`src/rtl/sobel_pkg.sv`:
```
// Shared types and constants for the Sobel window sequencer.
package sobel_pkg;

    typedef enum logic [2:0] {
        S_IDLE,
        S_FETCH,
        S_CAPTURE,
        S_PRESENT,
        S_DRAIN,
        S_DONE
    } state_t;

    localparam int WIN_SLOTS = 9;

    // Number of interior 3x3 windows in a w x h image.
    function automatic int win_count(input int w, input int h);
        return (w - 2) * (h - 2);
    endfunction

endpackage

```
`src/rtl/sobel_wr_delay.sv`:
```
// Fixed-latency {valid,addr} delay line matching the convolution engine.
// o_empty_next is high when nothing will be left in the line after this cycle
// (only the output stage may be occupied, and nothing is being pushed).
module sobel_wr_delay #(
    parameter int DEPTH  = 3,
    parameter int ADDR_W = 8
) (
    input  logic              clk,
    input  logic              reset,
    input  logic              i_push,
    input  logic [ADDR_W-1:0] i_addr,
    output logic              o_valid,
    output logic [ADDR_W-1:0] o_addr,
    output logic              o_empty_next
);

    logic [DEPTH-1:0]             r_vld;
    logic [DEPTH-1:0][ADDR_W-1:0] r_addr;
    logic                         w_pending;

    // Shift every cycle; the engine has no backpressure.
    always_ff @(posedge clk or negedge reset) begin
        if (!reset) begin
            r_vld  <= '0;
            r_addr <= '0;
        end else begin
            r_vld[0]  <= i_push;
            r_addr[0] <= i_addr;
            for (int i = 1; i < DEPTH; i++) begin
                r_vld[i]  <= r_vld[i-1];
                r_addr[i] <= r_addr[i-1];
            end
        end
    end

    // Any entry that will still be in flight next cycle.
    always_comb begin
        w_pending = i_push;
        for (int i = 0; i < DEPTH - 1; i++) w_pending = w_pending | r_vld[i];
    end

    assign o_valid      = r_vld[DEPTH-1];
    assign o_addr       = r_addr[DEPTH-1];
    assign o_empty_next = ~w_pending;

endmodule

```
`src/rtl/sobel_window_sequencer.sv`:
```
// Walks every interior pixel, fetches its 3x3 neighbourhood from the pixel RAM,
// hands it to the convolution engine and issues the matching result write.
module sobel_window_sequencer
    import sobel_pkg::*;
#(
    parameter int IMG_W     = 16,
    parameter int IMG_H     = 16,
    parameter int ADDR_W    = 8,
    parameter int data_size = 24,
    parameter int CONV_LAT  = 3
) (
    input  logic                           clk,
    input  logic                           reset,
    input  logic                           start,
    output logic                           busy,
    output logic                           done,
    output logic                           rd_en,
    output logic [ADDR_W-1:0]              rd_addr,
    input  logic [data_size-1:0]           rd_data,
    output logic                           win_valid,
    input  logic                           win_ready,
    output logic [WIN_SLOTS*data_size-1:0] win_data,
    output logic                           wr_en,
    output logic [ADDR_W-1:0]              wr_addr
);

    localparam int XW      = $clog2(IMG_W);
    localparam int YW      = $clog2(IMG_H);
    localparam int NUM_WIN = win_count(IMG_W, IMG_H);
    localparam int CW      = $clog2(NUM_WIN + 1);

    if (IMG_W < 3 || IMG_H < 3 || CONV_LAT < 1 || ADDR_W < $clog2(IMG_W * IMG_H)) begin : g_bad_param
        $error("sobel_window_sequencer: illegal parameter set");
    end

    state_t                                r_state;
    logic [XW-1:0]                         r_x;
    logic [YW-1:0]                         r_y;
    logic [1:0]                            r_row, r_col;
    logic [CW-1:0]                         r_win_idx;
    logic                                  r_busy, r_done, r_rd_en, r_win_valid;
    logic [ADDR_W-1:0]                     r_rd_addr;
    logic                                  r_cap_vld;
    logic [3:0]                            r_cap_slot;
    logic [WIN_SLOTS-1:0][data_size-1:0]   r_win;

    logic              w_accept, w_last_win, w_last_x, w_last_slot, w_empty_next;
    logic [XW-1:0]     w_nx;
    logic [YW-1:0]     w_ny;
    logic [1:0]        w_nrow, w_ncol;
    logic [ADDR_W-1:0] w_centre;

    // Neighbour address for centre (x,y), row/col offset 0..2 from the top-left.
    function automatic logic [ADDR_W-1:0] f_addr(input logic [XW-1:0] x, input logic [YW-1:0] y,
                                                 input logic [1:0] row, input logic [1:0] col);
        return (ADDR_W'(y) + ADDR_W'(row) - ADDR_W'(1)) * ADDR_W'(IMG_W)
             + ADDR_W'(x) + ADDR_W'(col) - ADDR_W'(1);
    endfunction

    assign w_accept    = r_win_valid & win_ready;
    assign w_last_win  = (r_win_idx == CW'(NUM_WIN - 1));
    assign w_last_x    = (r_x == XW'(IMG_W - 2));
    assign w_nx        = w_last_x ? XW'(1) : r_x + XW'(1);
    assign w_ny        = w_last_x ? r_y + YW'(1) : r_y;
    assign w_last_slot = (r_row == 2'd2) && (r_col == 2'd2);
    assign w_ncol      = (r_col == 2'd2) ? 2'd0 : r_col + 2'd1;
    assign w_nrow      = (r_col == 2'd2) ? r_row + 2'd1 : r_row;
    assign w_centre    = ADDR_W'(r_y) * ADDR_W'(IMG_W) + ADDR_W'(r_x);

    // Frame FSM; every output it drives is registered.
    always_ff @(posedge clk or negedge reset) begin
        if (!reset) begin
            r_state     <= S_IDLE;
            r_x         <= '0;
            r_y         <= '0;
            r_row       <= '0;
            r_col       <= '0;
            r_win_idx   <= '0;
            r_busy      <= 1'b0;
            r_done      <= 1'b0;
            r_rd_en     <= 1'b0;
            r_rd_addr   <= '0;
            r_win_valid <= 1'b0;
        end else begin
            case (r_state)
                S_IDLE: if (start) begin
                    r_state   <= S_FETCH;
                    r_busy    <= 1'b1;
                    r_x       <= XW'(1);
                    r_y       <= YW'(1);
                    r_row     <= '0;
                    r_col     <= '0;
                    r_win_idx <= '0;
                    r_rd_en   <= 1'b1;
                    r_rd_addr <= f_addr(XW'(1), YW'(1), 2'd0, 2'd0);
                end
                S_FETCH: if (w_last_slot) begin
                    r_state <= S_CAPTURE;
                    r_rd_en <= 1'b0;
                end else begin
                    r_row     <= w_nrow;
                    r_col     <= w_ncol;
                    r_rd_addr <= f_addr(r_x, r_y, w_nrow, w_ncol);
                end
                S_CAPTURE: begin
                    r_state     <= S_PRESENT;
                    r_win_valid <= 1'b1;
                end
                S_PRESENT: if (win_ready) begin
                    r_win_valid <= 1'b0;
                    if (w_last_win) begin
                        r_state <= S_DRAIN;
                    end else begin
                        r_state   <= S_FETCH;
                        r_x       <= w_nx;
                        r_y       <= w_ny;
                        r_row     <= '0;
                        r_col     <= '0;
                        r_win_idx <= r_win_idx + CW'(1);
                        r_rd_en   <= 1'b1;
                        r_rd_addr <= f_addr(w_nx, w_ny, 2'd0, 2'd0);
                    end
                end
                S_DRAIN: if (w_empty_next) begin
                    r_state <= S_DONE;
                    r_busy  <= 1'b0;
                    r_done  <= 1'b1;
                end
                S_DONE: begin
                    r_state <= S_IDLE;
                    r_done  <= 1'b0;
                end
                default: r_state <= S_IDLE;
            endcase
        end
    end

    // Capture RAM data one cycle after each read into its window slot.
    always_ff @(posedge clk or negedge reset) begin
        if (!reset) begin
            r_cap_vld  <= 1'b0;
            r_cap_slot <= '0;
            r_win      <= '0;
        end else begin
            r_cap_vld  <= r_rd_en;
            r_cap_slot <= 4'({r_row, 1'b0}) + 4'(r_row) + 4'(r_col);
            if (r_cap_vld) r_win[r_cap_slot] <= rd_data;
        end
    end

    sobel_wr_delay #(
        .DEPTH  (CONV_LAT),
        .ADDR_W (ADDR_W)
    ) u_wr_delay (
        .clk          (clk),
        .reset        (reset),
        .i_push       (w_accept),
        .i_addr       (w_centre),
        .o_valid      (wr_en),
        .o_addr       (wr_addr),
        .o_empty_next (w_empty_next)
    );

    assign busy      = r_busy;
    assign done      = r_done;
    assign rd_en     = r_rd_en;
    assign rd_addr   = r_rd_addr;
    assign win_valid = r_win_valid;
    assign win_data  = r_win;

endmodule

```
`config.mk`:
```
export PLATFORM = sky130hd
export DESIGN_NAME = sobel_window_sequencer
export DESIGN_NICKNAME = d
export VERILOG_FILES = /design/src/rtl/sobel_pkg.sv /design/src/rtl/sobel_wr_delay.sv /design/src/rtl/sobel_window_sequencer.sv
export SDC_FILE = /design/constraint.sdc
export NUM_CORES = 1
export LEC_CHECK = 0
export ABC_AREA = 1
export CAP_MARGIN = 20
export CORE_MARGIN = 4
export CORE_UTILIZATION = 45
export CTS_CLUSTER_DIAMETER = 200
export DETAILED_ROUTE_END_ITERATION = 10
export PLACE_DENSITY = 0.78
export SETUP_SLACK_MARGIN = 0.15
export SLEW_MARGIN = 40
export SYNTH_ARGS = -nofsm -noshare
export SYNTH_HDL_FRONTEND = slang
export SYNTH_SLANG_ARGS = --single-unit
export TNS_END_PERCENT = 1
```
`constraint.sdc`:
```
create_clock -name clk -period 2.7 [get_ports clk]
set_input_delay 0.54 -clock clk [delete_from_list [all_inputs] [get_ports clk]]
set_output_delay 0.54 -clock clk [all_outputs]
set_load 0.03 [all_outputs]
```
==> flow_summary.yaml <==
power_and_ir_drop:
  p_per_area_nw_per_um2: 1470
  p_int_w: 0.0130
  total_power_w: 0.0226
  power_frac_clock_pct: 18.7
  comb_power_share_pct: 50.5
  p_leak_nw: 6.92
  switching_share_pct: 42.4
  p_sw_w: 0.00959
  power_frac_seq_pct: 30.8
  ir_worst_vdd_v: 0.000880
sta:
  hold_violations: 0
  worst_pin_slew_ns: 0.550
  slew_violations: 0
  max_freq_ghz: 0.371
  setup_viol: 0
  worst_clock_skew_ns: 0.0138
  final.setup.tns_ns: 0
  period_minus_slack_ns: 2.70
  relSlewSlack_pct: 63.4
  min_period_over_period_pct: 99.9
  grt_setup_unrepaired: "yes"
worst_setup_path:
  critPathTopFamily: "adder cells"
  cp-end-kind: "register"
  worstReg2RegStart: "r_row[0]"
  worst_ep_arrival_time_ns: 3.12
  cp_slowest_cell: "fa_2"
  critPathLaunch: "r_row[0]"
  critPathMaxStageDelay_ns: 0.47
  crit_buf_inv: 3
  cp_cell_sequence: "inv_2 -> ha_4 -> nand2_2 -> o21ai_2 -> ha_1 -> inv_1 -> ha_2 -> inv_2 -> fa_2 -> ha_4 -> nand4_1 -> nand3_1 -> nand2b_1 -> nand3_1 -> nand2_1 -> nand2_1 -> nand2_1"
  cp_common_cell: "nand2_1"
  required_ns: 3.13
  worstPathMaxFanout: 5
  worst_setup_path_start_kind: "register"
  criticalPathCategory: "register to register"
finish:
  drive_above_1_share_pct: 7.34
  final_cell_mix: "dfrtp_1 (283), clkdlybuf4s50_1 (263), nand2_1 (207)"
  nets: 1447
  antenna_cells: 0
  nFillCells: 1925
  register_area_um2: 7080
  multi_input_area_um2: 3540
  final_common_cell: "dfrtp_1"
  area_growth_pct: 37.7
drt:
  detail_route.vias_per_cell: 5.15
  routed_wl_um: 30200
  antenna_left: 0
  vias: 8960
  drt_pass1_iterations: 5
  dr.first_iter.drc_count: 863
  wl_per_cell_um: 17.3
  drc: 0
placed_design:
  port_buffers: 264
  hpwlAfterDp_um: 21400
  gp_congestion: 0.832
global_route:
  grt_usage_pct: 21.5
  grt_pass1_wl_um: 46800
  grt_max_degree: 70
  grt_pass1_vias: 8617
  grt.overflow.total: 0
  antenna_found_initial: 0
logic_synthesis:
  synth_area_leaders: "dfrtp_1 (64%), nand2_1 (7.0%), o21ai_0 (6.1%), a21oi_1 (4.9%), nor2_1 (4.5%)"
  synth-edff-count: 0
  ys_ff_latch: 283
  avgSynthCellArea_um2: 9.85
  syn-num-nets: 1184
  synth_top_area_share_pct: 63.6
  async_flop_share_pct: 100
  ys.flop_type: "dfrtp_1"
  synth_top_cell_by_area: "dfrtp_1"
  ys_seq_area_share_pct: 63.6
  synthDistinctLibCells: 37
  syn-cell-area_um2: 11100
  synth_cells: 1130
  yosysWarnings: 0
clock_network:
  clock_sinks: 283
  cts_tree: "yes"
  cts_max_level: 1
  cts_buffers: 30
  clkTransAtPathRegs_ns: 0.06
  clockBufferDepth: 3
  clk_latency_ns: 0.54
  clock-root-buffer: "clkbuf_16"
hold_path:
  hold_class: "register to register"
  holdCritStartpoint: "u_wr_delay.r_addr[0]"
die:
  rows: 57
  start_util_pct: 45.8
  core_area_um2: 24300
  die_h_um: 165
  dieArea_um2: 27300
  die_x_um: 165
  io-pin-count: 265
flow_run:
  maxCapViolCount: 0
outcome:
  status: "complete, no violations"
final timing paths:
check                      depth (start not counted)                   end  slack (ns)
min reg2reg                                        0  u_wr_delay.r_addr[8]        0.34
min                                                0  u_wr_delay.r_addr[8]        0.34
max                                               17            rd_addr[7]       0.004
max in group asynchronous                          3                r_y[2]        1.38
max reg2reg                                       17            rd_addr[7]       0.004
min in group asynchronous                          2           win_data[7]        0.57
routing by layer:
layer | GRT usage [%] | share of wire, % | vias up
met5 | 0 | 0 | -
met2 | 36.5 | 48 | 411
li1 | - | - | 4215
met4 | 5.86 | 2.8 | 0
met1 | 28.5 | 39 | 4276
met3 | 4.02 | 9.4 | 58
final cells by class:
cell class	count	share of cell area, %
Timing Repair Buffer	292	19.1
Multi-Input combinational cell	699	23.1
Clock inverter	8	0.686
Inverter	87	2.13
Sequential cell	283	46.2
Clock buffer	48	6.13
Tap cell	324	2.65
state kept, by name (all words and copies together), names as in the netlist:
signal / cells
r_win_idx: 8
u_wr_delay.o_addr: 8
r_col: 2
busy: 1
r_y: 4
r_x: 4
u_wr_delay.r_addr: 16
r_row: 2
win_valid: 1
win_data: 216
done: 1
u_wr_delay.r_vld: 3
rd_en: 1
r_state: 3
r_cap_vld: 1
rd_addr: 8
r_cap_slot: 4
synth_stat cells, types with 6 or more instances:
cell      instances
dfrtp_1         283
nand2_1         208
o21ai_0         136
nor2_1          132
a21oi_1         109
inv_1            83
clkbuf_1         31
nand3_1          27
ha_1             22
buf_2            14
buf_4             9
nand4_1           9
o22ai_1           9
xor2_1            7
buf_1             6
o31ai_1           6
power by group through the flow:
stage,logic [W],clock network [W],registers [W]
floorplan,0.00374,0,0.00993
global placement,0.0110,0,0.00695
detailed placement,0.0112,0,0.00701
CTS,0.0114,0.00429,0.00697
global route,0.0123,0.00450,0.00717
finish,0.0114,0.00421,0.00697
metrics by stage:
stage / setup slack (ns) / cell area, µm² / cells / hold WS (ns) / utilization [%]
after CTS: 0.0230 / 15300 / 1741 / 0.347 / 63.0
after detailed placement: -0.0840 / 14200 / 1683 / 0.336 / 58.5
after global routing: -0.139 / 15300 / 1741 / 0.354 / 63.0
after global placement: -0.0463 / 14200 / 1683 / 0.334 / 58.5
after floorplan: -0.0109 / 11200 / 1130 / 0.244 / -
final: 0.00395 / 15300 / 1741 / 0.345 / 63.0
logic make-up (layout without fill, tap and decap cells):
logic type      Yosys count  count (layout)  share of synthesized area [%]
simple gates            389             389                           14.0
compound gates          272             272                           12.7
xor+xnor                 12              12                          0.944
fa+ha+maj                26              26                           3.19
buf+inv                 148             435                           5.52
flops                   283             283                           63.6
repair_timing:
action,4_1_cts,5_1_grt
pin swaps,6,0
hold endpoints to repair,61,0
endpoints found under the setup margin,2,3
resized for setup,5,4
buffers inserted,1,0
hold buffers,1,0
Note: power is estimated with default switching activity, not from simulation.
